==> src/rtl/pipelined_rca_adder.sv <==
// pipelined_rca_adder
// Ripple-carry adder whose carry chain is cut into STAGES registered segments.
// Stage k adds operand segment k with the carry registered by stage k-1; the
// not-yet-added upper operand bits are skewed forward and the finished lower
// sum bits are delayed, so a whole result leaves the last stage at once.
// Supports add/subtract, a signed-overflow flag and a valid/ready handshake.
//
// Handshake: an input transfers on a rising edge where in_valid & in_ready;
// a result transfers on a rising edge where out_valid & out_ready. The whole
// pipe advances together when out_ready | ~out_valid; otherwise every stage
// and the outputs hold. in_ready equals that advance term.
//
// Optional build macro RCA_SAT_EN: on signed overflow the sum is clamped to
// the most positive / most negative value. ovf and c_out are unaffected.
module pipelined_rca_adder #(
   parameter int BIT_WIDTH = 16,
   parameter int STAGES    = 4
) (
   input  logic                 clk,
   input  logic                 rst,
   input  logic                 in_valid,
   output logic                 in_ready,
   input  logic [BIT_WIDTH-1:0] add_1,
   input  logic [BIT_WIDTH-1:0] add_2,
   input  logic                 c_in,
   input  logic                 sub,
   output logic                 out_valid,
   input  logic                 out_ready,
   output logic [BIT_WIDTH-1:0] sum,
   output logic                 c_out,
   output logic                 ovf
);

   localparam int SEG = BIT_WIDTH / STAGES;

   logic                 w_advance;
   logic [BIT_WIDTH-1:0] w_b_eff;
   logic                 w_c_eff;
   logic [BIT_WIDTH-1:0] w_sum_raw;
   logic                 w_c_msb;

   // Whole pipe moves unless a finished result is waiting on downstream.
   assign w_advance = out_ready | ~out_valid;
   assign in_ready  = w_advance;

   // Subtraction is A + ~B + ~borrow_in.
   assign w_b_eff = sub ? ~add_2 : add_2;
   assign w_c_eff = sub ^ c_in;

   for (genvar k = 0; k < STAGES; k++) begin : g_stage
      // Operand bits still to be added when entering stage k.
      localparam int W_IN = BIT_WIDTH - k * SEG;
      // Sum bits complete after stage k.
      localparam int W_LO = (k + 1) * SEG;

      logic            w_v_in;
      logic [W_IN-1:0] w_a_in;
      logic [W_IN-1:0] w_b_in;
      logic            w_c_in;
      logic [SEG:0]    w_seg;
      logic            r_valid;
      logic            r_c;
      logic [W_LO-1:0] r_s;

      if (k == 0) begin : g_src
         assign w_v_in = in_valid;
         assign w_a_in = add_1;
         assign w_b_in = w_b_eff;
         assign w_c_in = w_c_eff;

         // First stage: only its own segment of the sum exists yet.
         always_ff @(posedge clk or posedge rst) begin
            if (rst) begin
               r_s <= '0;
            end else if (w_advance) begin
               r_s <= w_seg[SEG-1:0];
            end
         end
      end else begin : g_src
         assign w_v_in = g_stage[k-1].r_valid;
         assign w_a_in = g_stage[k-1].g_skew.r_a;
         assign w_b_in = g_stage[k-1].g_skew.r_b;
         assign w_c_in = g_stage[k-1].r_c;

         // Append this segment above the delayed lower sum bits.
         always_ff @(posedge clk or posedge rst) begin
            if (rst) begin
               r_s <= '0;
            end else if (w_advance) begin
               r_s <= {w_seg[SEG-1:0], g_stage[k-1].r_s};
            end
         end
      end

      assign w_seg = {1'b0, w_a_in[SEG-1:0]} + {1'b0, w_b_in[SEG-1:0]}
                   + {{SEG{1'b0}}, w_c_in};

      // Stage valid bit and carry out of this segment.
      always_ff @(posedge clk or posedge rst) begin
         if (rst) begin
            r_valid <= 1'b0;
            r_c     <= 1'b0;
         end else if (w_advance) begin
            r_valid <= w_v_in;
            r_c     <= w_seg[SEG];
         end
      end

      if (k < STAGES - 1) begin : g_skew
         logic [W_IN-SEG-1:0] r_a;
         logic [W_IN-SEG-1:0] r_b;

         // Carry the not-yet-added operand bits forward one stage.
         always_ff @(posedge clk or posedge rst) begin
            if (rst) begin
               r_a <= '0;
               r_b <= '0;
            end else if (w_advance) begin
               r_a <= w_a_in[W_IN-1:SEG];
               r_b <= w_b_in[W_IN-1:SEG];
            end
         end
      end else begin : g_last
         logic r_cm;

         // Capture the carry into the MSB for the overflow flag.
         always_ff @(posedge clk or posedge rst) begin
            if (rst) begin
               r_cm <= 1'b0;
            end else if (w_advance) begin
               r_cm <= w_a_in[SEG-1] ^ w_b_in[SEG-1] ^ w_seg[SEG-1];
            end
         end
      end
   end

   assign out_valid = g_stage[STAGES-1].r_valid;
   assign c_out     = g_stage[STAGES-1].r_c;
   assign w_sum_raw = g_stage[STAGES-1].r_s;
   assign w_c_msb   = g_stage[STAGES-1].g_last.r_cm;
   assign ovf       = w_c_msb ^ c_out;

`ifdef RCA_SAT_EN
   // Carry into MSB set on overflow means both operands were non-negative.
   assign sum = ovf ? (w_c_msb ? {1'b0, {(BIT_WIDTH-1){1'b1}}}
                               : {1'b1, {(BIT_WIDTH-1){1'b0}}})
                    : w_sum_raw;
`else
   assign sum = w_sum_raw;
`endif

endmodule

==> config.mk <==
export PLATFORM = sky130hd
export DESIGN_NAME = pipelined_rca_adder
export DESIGN_NICKNAME = d
export VERILOG_FILES = /design/src/rtl/pipelined_rca_adder.sv
export SDC_FILE = /design/constraint.sdc
export NUM_CORES = 1
export LEC_CHECK = 0
export CORE_ASPECT_RATIO = 2
export CORE_UTILIZATION = 49
export CTS_CLUSTER_DIAMETER = 200
export CTS_CLUSTER_SIZE = 28
export DETAILED_ROUTE_END_ITERATION = 6
export PLACE_DENSITY_LB_ADDON = 0.25
export SKIP_LAST_GASP = 1
export SYNTH_ARGS = -nofsm -noshare
export SYNTH_HDL_FRONTEND = slang
export SYNTH_SLANG_ARGS = --single-unit
export TNS_END_PERCENT = 50
==> constraint.sdc <==
create_clock -name clk -period 3.4 [get_ports clk]
set_input_delay 0.68 -clock clk [delete_from_list [all_inputs] [get_ports clk]]
set_output_delay 0.68 -clock clk [all_outputs]
set_load 0.05 [all_outputs]
==> impl_metrics.env <==
export IMPL_p_comb_share_pct=39.9
export IMPL_reg2reg_depth=5
export IMPL_grt_max_degree=107
export IMPL_gr_total_overflow=0
export IMPL_min_period_over_period_pct=76.45
export IMPL_htreeDepth=3
export IMPL_cp_arrival_ns=2.82
export IMPL_setup_viol=0
export IMPL_synth_net_count=509
export IMPL_die_area_um2=9143
export IMPL_clkPwrFrac_pct=20.2
export IMPL_reg2reg_setup_slack_ns=1.56
export IMPL_vias_per_cell=4.848
export IMPL_fin_tns_setup_ns=0
export IMPL_synth_cells=451
export IMPL_hpwl_um=5281
export IMPL_hold_viol=0
export IMPL_ctsHoldBuffers=0
export IMPL_stdcell_count=604
export IMPL_ant_nets=0
export IMPL_initial_utilization_pct=51.30
export IMPL_min_from="sum[12]"
export IMPL_grt_util_all_layers_pct=19.52
export IMPL_ys_ff_latch=97
export IMPL_crit_fanout=4
export IMPL_reg2reg_to="g_stage[2].r_c"
export IMPL_antenna_found_initial=0
export IMPL_diodes=0
export IMPL_min_period_ns=2.599
export IMPL_clk_path_buf_depth=2
export IMPL_grt_pass1_wl_um=13120
export IMPL_start_kind="primary input"
export IMPL_switching_power_mw=1.914
export IMPL_core_um2=8351
export IMPL_post_cts_buffers=0
export IMPL_tightest_slew_ns=0.5234
export IMPL_final_max_slew_viol_count=0
export IMPL_yosysMostFrequentCell="nand2_1"
export IMPL_pin_count=58
export IMPL_crit_type="primary input to register"
export IMPL_rsz0062_at_grt="false"
export IMPL_syn_area_um2=4284
export IMPL_die_height_um=134.2
export IMPL_num_nets_final=559
export IMPL_fillCellCount=718
export IMPL_cp_data_required_time_ns=3.62
export IMPL_port_buffers=57
export IMPL_numCtsBuffers=9
export IMPL_p_sw_share_pct=38.74
export IMPL_leakagePower_nw=2.597
export IMPL_wire_per_inst_um=12.39
export IMPL_wl_met3_um=199
export IMPL_dp_cells=588
export IMPL_die_w_um=68.12
export IMPL_cts_resized=0
export IMPL_p_per_area_nw_per_um2=952.3
export IMPL_num_vias=2928
export IMPL_vdd_ir_drop_worst_uv=493.6
export IMPL_synth_top_area_cell="dfrtp_1"
export IMPL_min_delay_path_class="register to register"
export IMPL_pwr_share_seq_pct=39.9
export IMPL_maxCapViolCount=0
export IMPL_grt_pass1_vias=2872
export IMPL_wl_met1_um=2995
export IMPL_clockRootBuffer="clkbuf_16"
export IMPL_clk_latency_ns=0.34
export IMPL_first_pass_iters=4
export IMPL_num_rows=47
export IMPL_globalplace_congestion=0.7970
export IMPL_seq_area_um2=2427
export IMPL_ys_types=19
export IMPL_fin_skew_ns=0.005971
export IMPL_relSlewSlack_pct=65.11
export IMPL_cts_tree="done"
export IMPL_multi_input_area_um2=1674
export IMPL_drc_errors=0
export IMPL_cp_end_kind="register"
export IMPL_synth_warnings=0
export IMPL_r2r_start="g_stage[1].r_c"
export IMPL_yosysSeqAreaShare_pct=56.66
export IMPL_ys_top_cells_by_area="dfrtp_1, nand2_1, fa_1"
export IMPL_synth_commonest_cells="nand2_1, dfrtp_1, o21ai_0, a21oi_1, xnor2_1"
export IMPL_wl_um=7486
export IMPL_area_delta_synth_final_pct=21.09
export IMPL_top_layer_used="met4"
export IMPL_status="finished, final reports clean"
export IMPL_max_freq_mhz=384.7
export IMPL_yosys_area_top_type_share_pct=56.66
export IMPL_min_to="sum[12]"
export IMPL_internal_power_mw=3.026
export IMPL_synth_avg_cell_area_um2=9.499
export IMPL_synth_flop_cell="dfrtp_1"
export IMPL_path_clk_slew_ns=0.06
export IMPL_final_layout_size_suffix_gt1_share_pct=4.941
export IMPL_synth_edf_count=0
export IMPL_wl_met2_um=4125
export IMPL_drtIter0Drc=222
export IMPL_async_flop_share_pct=100.0
export IMPL_hold_depth=2
export IMPL_cts_sinks=97
worst max-delay path by stage:
| stage | start | endpoint | slack (ns) | depth (start not counted) |
|---|---|---|---|---|
| after global placement | sub | g_stage[0].r_c | 0.50 | 7 |
| after CTS | sub | g_stage[0].r_c | 0.79 | 7 |
| after detailed placement | sub | g_stage[0].r_c | 0.45 | 7 |
| after floorplan | rst | c_out | 0.19 | 1 |
| final | sub | g_stage[0].r_c | 0.80 | 7 |
| after global routing | sub | g_stage[0].r_c | 0.75 | 7 |
layer usage:
metal	global-route usage (%)	vias up
met5	0	-
met3	3.316	11
met1	24.27	1367
met2	32.19	54
li1	-	1496
met4	8.681	0
area by class of cell:
| cell class | instances | share of cell area, % |
|---|---|---|
| Clock buffer | 10 | 4.607 |
| Clock inverter | 6 | 1.110 |
| Inverter | 5 | 0.4583 |
| Multi-Input combinational cell | 326 | 32.27 |
| Sequential cell | 97 | 46.79 |
| Tap cell | 98 | 2.364 |
| Timing Repair Buffer | 62 | 12.40 |
critical path, cell delays in order:
cell and delay, ns:
clkdlybuf4s50_1 0.58, xor2_1 0.27, fa_1 0.46, fa_1 0.42
a21o_1 0.19, a21oi_1 0.13, a21oi_1 0.07
power groups by stage:
stage / Clock, mW / Sequential, mW / Combinational (mW)
floorplan: 0 / 2.29 / 1.15
global placement: 0 / 1.97 / 1.93
detailed placement: 0 / 2.00 / 2.00
CTS: 1.02 / 1.98 / 2.00
global route: 1.07 / 2.04 / 2.22
finish: 0.998 / 1.97 / 1.97
registers in the layout (all words and copies together) (netlist names):
register and cells:
g_stage.g_skew.r_a 24, c_out 1, g_stage.r_s 24, out_valid 1, g_stage.r_c 3, g_stage.g_skew.r_b 24
sum 16, g_stage.g_last.r_cm 1, g_stage.r_valid 3
kinds of logic after synthesis:
group,count (synthesis),share of synthesized area [%]
AO/OA/AOI/OAI,42,5.315
XOR/XNOR,26,5.315
adder cells (fa/ha/maj),20,7.243
buffers and inverters,28,4.264
flip-flops,97,56.66
AND/OR/NAND/NOR,238,21.20
layout by cell type, fill, tap and decap left out, types with 4 or more instances in the layout:
cell	count
a21o_1	7
a21oi_1	14
clkbuf_16	9
clkdlybuf4s50_1	56
clkinv_2	4
dfrtp_1	97
fa_1	8
ha_1	12
nand2_1	227
nor2_1	8
o21ai_0	21
xnor2_1	14
xor2_1	12
stage by stage:
stage / hold slack [ns] / utilization [%] / setup slack (ns) / area (um^2) / power (mW)
floorplan: 0.4300 / - / 0.1863 / 4284 / 3.443
global placement: 0.4421 / 58.57 / 0.4951 / 4891 / 3.900
detailed placement: 0.4516 / 58.57 / 0.4482 / 4891 / 3.996
CTS: 0.4690 / 62.12 / 0.7915 / 5187 / 5.000
global route: 0.4851 / 62.12 / 0.7480 / 5187 / 5.330
finish: 0.4633 / 62.12 / 0.8005 / 5187 / 4.940
(Power assumes the default switching activity.)
